## src/rtl/local_ni_if.sv

```systemverilog
// Host/router-side signal bundle for local_ni.
// slave is the NI view; master is the host/router/testbench view.
interface local_ni_if;
  logic        tx_req_i;
  logic [3:0]  tx_dest_i;
  logic [2:0]  tx_len_i;
  logic        tx_ack_o;
  logic [14:0] tx_data_i;
  logic        tx_data_valid_i;
  logic        tx_data_ready_o;
  logic        credit_i;
  logic [16:0] flit_o;
  logic [16:0] flit_i;
  logic [16:0] rx_data_o;
  logic        rx_valid_o;
  logic        rx_ready_i;
  logic        consume_o;
  logic        rx_ovf_o;
  logic        rx_err_o;

  modport slave (
    input  tx_req_i, tx_dest_i, tx_len_i, tx_data_i, tx_data_valid_i,
           credit_i, flit_i, rx_ready_i,
    output tx_ack_o, tx_data_ready_o, flit_o, rx_data_o, rx_valid_o,
           consume_o, rx_ovf_o, rx_err_o
  );

  modport master (
    output tx_req_i, tx_dest_i, tx_len_i, tx_data_i, tx_data_valid_i,
           credit_i, flit_i, rx_ready_i,
    input  tx_ack_o, tx_data_ready_o, flit_o, rx_data_o, rx_valid_o,
           consume_o, rx_ovf_o, rx_err_o
  );
endinterface

```

## src/rtl/local_ni.sv

```systemverilog
// Local network interface: credit-based packet TX, RX FIFO with overflow flag.
// Define LOCAL_NI_CHECK_EN to build the RX protocol checker driving rx_err_o.
//
// state    | meaning
// S_IDLE   | TX waiting for tx_req_i
// S_HEAD   | TX header pending, waits for a credit
// S_BODY   | TX body flits pending, waits for payload and credit
// C_HDR    | RX checker expects a header
// C_BODY   | RX checker expects r_cnt more body flits
// C_RESYNC | RX checker after an error, skipping bodies until a header
module local_ni #(
  parameter int ROUTER_ID = 12,
  parameter int CREDITS   = 4,
  parameter int RX_DEPTH  = 4
) (
  input  logic      clk,
  input  logic      rst,
  local_ni_if.slave bus
);

  localparam logic [3:0] SRC_ID   = 4'(ROUTER_ID);
  localparam logic [2:0] CRED_MAX = 3'(CREDITS);
  localparam int         AW       = $clog2(RX_DEPTH);

  typedef enum logic [1:0] {S_IDLE, S_HEAD, S_BODY} tx_state_t;

  tx_state_t   r_state, w_state_nxt;
  logic [3:0]  r_dest;
  logic [2:0]  r_len, r_rem, r_cred;
  logic [16:0] r_flit;
  logic        r_ack;
  logic        w_accept, w_issue_hdr, w_issue_body, w_issue, w_has_cred;

  assign w_has_cred = (r_cred != 3'd0);
  assign w_issue    = w_issue_hdr | w_issue_body;

  always_comb begin
    w_state_nxt  = r_state;
    w_accept     = 1'b0;
    w_issue_hdr  = 1'b0;
    w_issue_body = 1'b0;
    case (r_state)
      S_IDLE: if (bus.tx_req_i) begin
        w_accept    = 1'b1;
        w_state_nxt = S_HEAD;
      end
      S_HEAD: if (w_has_cred) begin
        w_issue_hdr = 1'b1;
        w_state_nxt = (r_len != 3'd0) ? S_BODY : S_IDLE;
      end
      S_BODY: if (bus.tx_data_valid_i && w_has_cred) begin
        w_issue_body = 1'b1;
        if (r_rem == 3'd1) w_state_nxt = S_IDLE;
      end
      default: w_state_nxt = S_IDLE;
    endcase
  end

  always_ff @(posedge clk or negedge rst) begin
    if (!rst) r_state <= S_IDLE;
    else      r_state <= w_state_nxt;
  end

  always_ff @(posedge clk or negedge rst) begin
    if (!rst) begin
      r_dest <= '0;
      r_len  <= '0;
      r_rem  <= '0;
      r_cred <= CRED_MAX;
      r_flit <= '0;
      r_ack  <= 1'b0;
    end else begin
      r_ack <= w_accept;
      if (w_accept) begin
        r_dest <= bus.tx_dest_i;
        r_len  <= bus.tx_len_i;
      end
      if (w_issue_hdr) begin
        r_flit <= {1'b1, 1'b1, r_dest, SRC_ID, r_len, 4'b0000};
        r_rem  <= r_len;
      end else if (w_issue_body) begin
        r_flit <= {1'b1, 1'b0, bus.tx_data_i};
        r_rem  <= r_rem - 3'd1;
      end else begin
        r_flit <= '0;
      end
      // Returned credits saturate so a spurious pulse cannot exceed the buffer depth.
      case ({w_issue, bus.credit_i})
        2'b10:   r_cred <= r_cred - 3'd1;
        2'b01:   if (r_cred != CRED_MAX) r_cred <= r_cred + 3'd1;
        default: r_cred <= r_cred;
      endcase
    end
  end

  assign bus.tx_ack_o        = r_ack;
  assign bus.tx_data_ready_o = w_issue_body;
  assign bus.flit_o          = r_flit;

  logic [16:0] r_mem [RX_DEPTH];
  logic [AW:0] r_wr, r_rd;
  logic        r_ovf;
  logic        w_empty, w_full, w_push, w_pop, w_wr_en;

  assign w_empty = (r_wr == r_rd);
  assign w_full  = (r_wr[AW] != r_rd[AW]) && (r_wr[AW-1:0] == r_rd[AW-1:0]);
  assign w_push  = bus.flit_i[16];
  assign w_pop   = !w_empty && bus.rx_ready_i;
  assign w_wr_en = w_push && (!w_full || w_pop);

  always_ff @(posedge clk) begin
    if (w_wr_en) r_mem[r_wr[AW-1:0]] <= bus.flit_i;
  end

  always_ff @(posedge clk or negedge rst) begin
    if (!rst) begin
      r_wr  <= '0;
      r_rd  <= '0;
      r_ovf <= 1'b0;
    end else begin
      if (w_wr_en) r_wr <= r_wr + 1'b1;
      if (w_pop)   r_rd <= r_rd + 1'b1;
      if (w_push && !w_wr_en) r_ovf <= 1'b1;
    end
  end

  assign bus.rx_data_o  = w_empty ? '0 : r_mem[r_rd[AW-1:0]];
  assign bus.rx_valid_o = !w_empty;
  assign bus.consume_o  = w_pop;
  assign bus.rx_ovf_o   = r_ovf;

`ifdef LOCAL_NI_CHECK_EN
  typedef enum logic [1:0] {C_HDR, C_BODY, C_RESYNC} chk_state_t;

  chk_state_t r_chk, w_chk_nxt;
  logic [2:0] r_cnt, w_cnt_nxt;
  logic       r_err, w_err;

  always_comb begin
    w_chk_nxt = r_chk;
    w_cnt_nxt = r_cnt;
    w_err     = 1'b0;
    if (bus.flit_i[16]) begin
      case (r_chk)
        C_BODY: begin
          if (bus.flit_i[15]) begin
            w_err     = 1'b1;
            w_chk_nxt = C_RESYNC;
          end else begin
            w_cnt_nxt = r_cnt - 3'd1;
            if (r_cnt == 3'd1) w_chk_nxt = C_HDR;
          end
        end
        default: begin
          if (bus.flit_i[15]) begin
            if (bus.flit_i[14:11] != SRC_ID) begin
              w_err     = 1'b1;
              w_chk_nxt = C_RESYNC;
            end else if (bus.flit_i[6:4] != 3'd0) begin
              w_chk_nxt = C_BODY;
              w_cnt_nxt = bus.flit_i[6:4];
            end else begin
              w_chk_nxt = C_HDR;
            end
          end else if (r_chk == C_HDR) begin
            w_err     = 1'b1;
            w_chk_nxt = C_RESYNC;
          end
        end
      endcase
    end
  end

  always_ff @(posedge clk or negedge rst) begin
    if (!rst) begin
      r_chk <= C_HDR;
      r_cnt <= '0;
      r_err <= 1'b0;
    end else begin
      r_chk <= w_chk_nxt;
      r_cnt <= w_cnt_nxt;
      r_err <= r_err | w_err;
    end
  end

  assign bus.rx_err_o = r_err;
`else
  assign bus.rx_err_o = 1'b0;
`endif

endmodule

```

## src/flat_wrapper.sv

```systemverilog
// flat-port wrapper written by rule: the top's interface ports become plain ports
module local_ni_flat 
#(
  parameter int ROUTER_ID = 12,
  parameter int CREDITS   = 4,
  parameter int RX_DEPTH  = 4
)
  (clk, rst, bus_tx_req_i, bus_tx_dest_i, bus_tx_len_i, bus_tx_data_i, bus_tx_data_valid_i, bus_credit_i, bus_flit_i, bus_rx_ready_i, bus_tx_ack_o, bus_tx_data_ready_o, bus_flit_o, bus_rx_data_o, bus_rx_valid_o, bus_consume_o, bus_rx_ovf_o, bus_rx_err_o);
  local_ni_if bus_i ();
  input  logic clk;
  input  logic rst;
  input wire logic [$bits(bus_i.tx_req_i)-1:0] bus_tx_req_i;
  input wire logic [$bits(bus_i.tx_dest_i)-1:0] bus_tx_dest_i;
  input wire logic [$bits(bus_i.tx_len_i)-1:0] bus_tx_len_i;
  input wire logic [$bits(bus_i.tx_data_i)-1:0] bus_tx_data_i;
  input wire logic [$bits(bus_i.tx_data_valid_i)-1:0] bus_tx_data_valid_i;
  input wire logic [$bits(bus_i.credit_i)-1:0] bus_credit_i;
  input wire logic [$bits(bus_i.flit_i)-1:0] bus_flit_i;
  input wire logic [$bits(bus_i.rx_ready_i)-1:0] bus_rx_ready_i;
  output wire logic [$bits(bus_i.tx_ack_o)-1:0] bus_tx_ack_o;
  output wire logic [$bits(bus_i.tx_data_ready_o)-1:0] bus_tx_data_ready_o;
  output wire logic [$bits(bus_i.flit_o)-1:0] bus_flit_o;
  output wire logic [$bits(bus_i.rx_data_o)-1:0] bus_rx_data_o;
  output wire logic [$bits(bus_i.rx_valid_o)-1:0] bus_rx_valid_o;
  output wire logic [$bits(bus_i.consume_o)-1:0] bus_consume_o;
  output wire logic [$bits(bus_i.rx_ovf_o)-1:0] bus_rx_ovf_o;
  output wire logic [$bits(bus_i.rx_err_o)-1:0] bus_rx_err_o;
  assign bus_i.tx_req_i = bus_tx_req_i;
  assign bus_i.tx_dest_i = bus_tx_dest_i;
  assign bus_i.tx_len_i = bus_tx_len_i;
  assign bus_i.tx_data_i = bus_tx_data_i;
  assign bus_i.tx_data_valid_i = bus_tx_data_valid_i;
  assign bus_i.credit_i = bus_credit_i;
  assign bus_i.flit_i = bus_flit_i;
  assign bus_i.rx_ready_i = bus_rx_ready_i;
  assign bus_tx_ack_o = bus_i.tx_ack_o;
  assign bus_tx_data_ready_o = bus_i.tx_data_ready_o;
  assign bus_flit_o = bus_i.flit_o;
  assign bus_rx_data_o = bus_i.rx_data_o;
  assign bus_rx_valid_o = bus_i.rx_valid_o;
  assign bus_consume_o = bus_i.consume_o;
  assign bus_rx_ovf_o = bus_i.rx_ovf_o;
  assign bus_rx_err_o = bus_i.rx_err_o;
  local_ni #(.ROUTER_ID(ROUTER_ID), .CREDITS(CREDITS), .RX_DEPTH(RX_DEPTH)) u_core (.clk(clk), .rst(rst), .bus(bus_i));
endmodule
```

## config.mk

```make
export PLATFORM = sky130hd
export DESIGN_NAME = local_ni_flat
export DESIGN_NICKNAME = d
export VERILOG_FILES = /design/src/rtl/local_ni_if.sv /design/src/rtl/local_ni.sv /design/src/flat_wrapper.sv
export SDC_FILE = /design/constraint.sdc
export NUM_CORES = 1
export LEC_CHECK = 0
export CAP_MARGIN = 20
export CORE_ASPECT_RATIO = 0.7
export CORE_UTILIZATION = 55
export DETAILED_ROUTE_END_ITERATION = 8
export GPL_ROUTABILITY_DRIVEN = 0
export PLACE_DENSITY = 0.88
export SLEW_MARGIN = 20
export SYNTH_ARGS = -nofsm -noshare
export SYNTH_HDL_FRONTEND = slang
export SYNTH_SLANG_ARGS = --single-unit
```

## constraint.sdc

```tcl
create_clock -name clk -period 5.6 [get_ports clk]
set_clock_uncertainty 0.2 [all_clocks]
set_input_delay 0.56 -clock clk [delete_from_list [all_inputs] [get_ports clk]]
set_output_delay 0.56 -clock clk [all_outputs]
set_load 0.01 [all_outputs]
```

==> metrics.md <==
| Metric | Value |
|---|---|
| Drt drc | 0 |
| Clock Latency Late Sink | 340 ps |
| WL per Instance | 18.3 um |
| Net Sw Frac | 31.0% |
| Post-cts sizing count | 0 |
| DRT iter0 DRCs | 109 |
| GR Util All Layers | 21.5% |
| TNS Setup | 0 ps |
| Flop pwr share | 39.8% |
| Status | complete, no violations |
| CTS tree | done |
| Max-slew violation count | 0 |
| Deepest clock path buffer count | 2 |
| Internal power | 0.00216 W |
| Top post-synthesis cells by area | edfxtp_1, dfrtp_1, mux4_2 |
| CP Class | reg2out |
| Max Cap Violations | 0 |
| Syn avg cell area | 17.4 um2 |
| Fmax | 271 MHz |
| Diodes inserted | 0 |
| Clk network pwr share | 21.9% |
| Core area | 0.00748 mm2 |
| # setup viols final | 0 |
| Dpl hpwl | 5460 um |
| Slew Limit Headroom | 38.6% |
| Synth Cell Area | 0.00435 mm2 |
| Total Routed Length | 8030 um |
| CP startpoint kind | flip-flop |
| Worst EP arrival | 2930 ps |
| Filler cell count | 460 |
| Unique masters post-synth | 42 |
| Post-synth ARST share | 37.0% |
| Logic gate share of total power | 38.3% |
| CP max FO | 20 |
| Initial core utilization | 58.1% |
| YS warnings | 0 |
| Sequential element share of the synthesized area | 70.0% |
| Root Buffer | clkbuf_16 |
| Nets | 388 |
| Final Hold Violating Endpoints | 0 |
| Switching pwr | 0.000970 W |
| Setup WS post-layout | 1910 ps |
| Share of the synthesized area in the top cell type | 47.0% |
| Post-Place Setup Slack | 2150 ps |
| Max IR drop VDD | 0.278 mV |
| Die area | 0.00827 mm2 |
| Leakage | 2.11 nW |
| Synthesized flop and latch total | 108 |
| Clock sink count | 108 |
| Hold Path Class | in2async |
| Worst Setup End Kind | output port |
| H-tree levels | 3 |
| Number of I/O pins | 85 |
| Drt pass-1 iters | 4 |
| Grt total ovfl | 0 |
| Die Wd | 108 um |
| Number of port buffers | 83 |
| Share of layout cells above drive strength 1 | 14.4% |
| Util after Layout | 74.4% |
| Final worst-path cycle share | 65.8% |
| WP data required | 4840 ps |
| Register area | 0.00304 mm2 |
| Antenna-violating nets left | 0 |
| Row count | 26 |
| Via count | 2,398 |
| Mapped Nets | 303 |
| Worst-margin pin slew | 920 ps |
| Post-CTS Setup Repair Bufs | 0 |
| Multi-input gate area | 0.00120 mm2 |
| PwrDens | 563 mW/mm2 |
| Hold buffer count at cts | 0 |
| Cell count after synthesis | 250 |
| Die Y | 76.4 um |
| Vias/cell | 5.47 |
| Largest area contributor in the netlist | edfxtp_1 |
| Hold_ws | 128 ps |
| Post-synth top flop | edfxtp_1 |
| Initial antenna violation count | 0 |
| Number of global-route vias before repair | 2,578 |
| Global-route wire length before repair | 12,900 um |
| RSZ-0062 raised after global routing | false |
| Number of enable flip-flop cells after synthesis | 68 |
| CTS buffer count | 9 |
| Clock-pin slew on the worst setup and hold paths | 70 ps |
| Largest net degree at the start of global routing | 41 |
| Area Growth Syn to Fin | 28.0% |
| Tmin final | 3690 ps |
stage by stage:
step                      instance area, um2  cells  total power [W]
after floorplan                         4350    250          0.00194
after global placement                  5240    422          0.00242
after detailed placement                5240    422          0.00247
after CTS                               5570    438          0.00316
after global routing                    5570    438          0.00331
final                                   5570    438          0.00313
synth_stat cells, types with 2 or more instances:
cell,instances
mux2_2,8
inv_1,10
a211oi_1,3
ha_1,7
nand2_1,4
mux2i_1,2
edfxtp_1,68
a221o_1,2
xnor2_1,4
buf_2,5
a22o_1,7
nor2_1,7
a21oi_1,4
and2_1,27
dfrtp_1,39
o21ai_0,2
a21o_1,3
buf_6,3
mux4_2,17
xor2_1,6
sequential cells by signal (all words and copies together), names as in the netlist, 3 cells and up:
name and flops:
u_core.r_mem 68, u_core.bus.flit_o 17, u_core.r_dest 4, u_core.r_cred 3, u_core.r_len 3, u_core.r_rd 3
u_core.r_rem 3, u_core.r_wr 3
routing by layer:
| metal | part of all wire, % | track usage [%] | wire [um] |
|---|---|---|---|
| met1 | 44 | 28.6 | 3530 |
| met2 | 50 | 34.6 | 4050 |
| met3 | 4.7 | 6.50 | 378 |
| met4 | 0.92 | 5.68 | 74 |
| met5 | 0 | 0 | 0 |
cell families after synthesis:
family	count (synthesis)	share of synthesized area (%)
other	1	0.0862
adder cells (fa/ha/maj)	8	2.47
AND/OR/NAND/NOR	46	6.24
AO/OA/AOI/OAI	29	5.29
flip-flops	108	70.0
buffers and inverters	21	2.56
multiplexers	27	11.3
XOR/XNOR	10	2.01
cell usage in the layout, fill, tap and decap left out, drive strengths merged, types with 3 or more instances in the layout:
cell type,count
mux2,8
nand2,4
edfxtp,68
ha,7
a21oi,4
inv,15
xnor2,4
a211oi,3
a21o,3
dfrtp,39
mux4,17
a22o,7
clkdlybuf4s50,82
nor2,7
and2,28
xor2,6
clkbuf,9
worst paths after layout:
path                                    endpoint  slack, ps  cells after the start        startpoint
min reg2reg                u_core.bus.flit_o[14]        310                      1  u_core.r_dest[3]
max in group asynchronous   u_core.bus.flit_o[0]       4530                      1               rst
min in group clk           u_core.bus.flit_o[14]        310                      1  u_core.r_dest[3]
max                             bus_rx_data_o[0]       1910                      4    u_core.r_rd[1]
min                              u_core.r_len[0]        130                      1               rst
max reg2reg                   u_core.r_mem[1][7]       2710                      3    u_core.r_rd[1]
final cells by class:
| class | count | share of cell area, % |
|---|---|---|
| clock buffers | 9 | 4.04 |
| clock inverters | 7 | 1.89 |
| repair buffers | 84 | 15.0 |
| well taps | 98 | 2.20 |
| flip-flops and latches | 108 | 54.7 |
| inverters | 11 | 0.742 |
| multi-input cells | 121 | 21.5 |
power groups by stage:
stage | Combinational, W | Sequential, W | Clock, W
3_5_place_dp | 0.00120 | 0.00126 | 0
2_1_floorplan | 0.000728 | 0.00121 | 0
3_3_place_gp | 0.00117 | 0.00125 | 0
6_report | 0.00120 | 0.00125 | 0.000686
4_1_cts | 0.00122 | 0.00125 | 0.000699
5_1_grt | 0.00131 | 0.00127 | 0.000727
critical path, stage by stage (launching register included):
cell             delay, ps
dfrtp_1                930
xor2_1                 200
or3_1                  680
and2_1                 260
clkdlybuf4s50_1        490
Power figures use the tool's default switching activity.
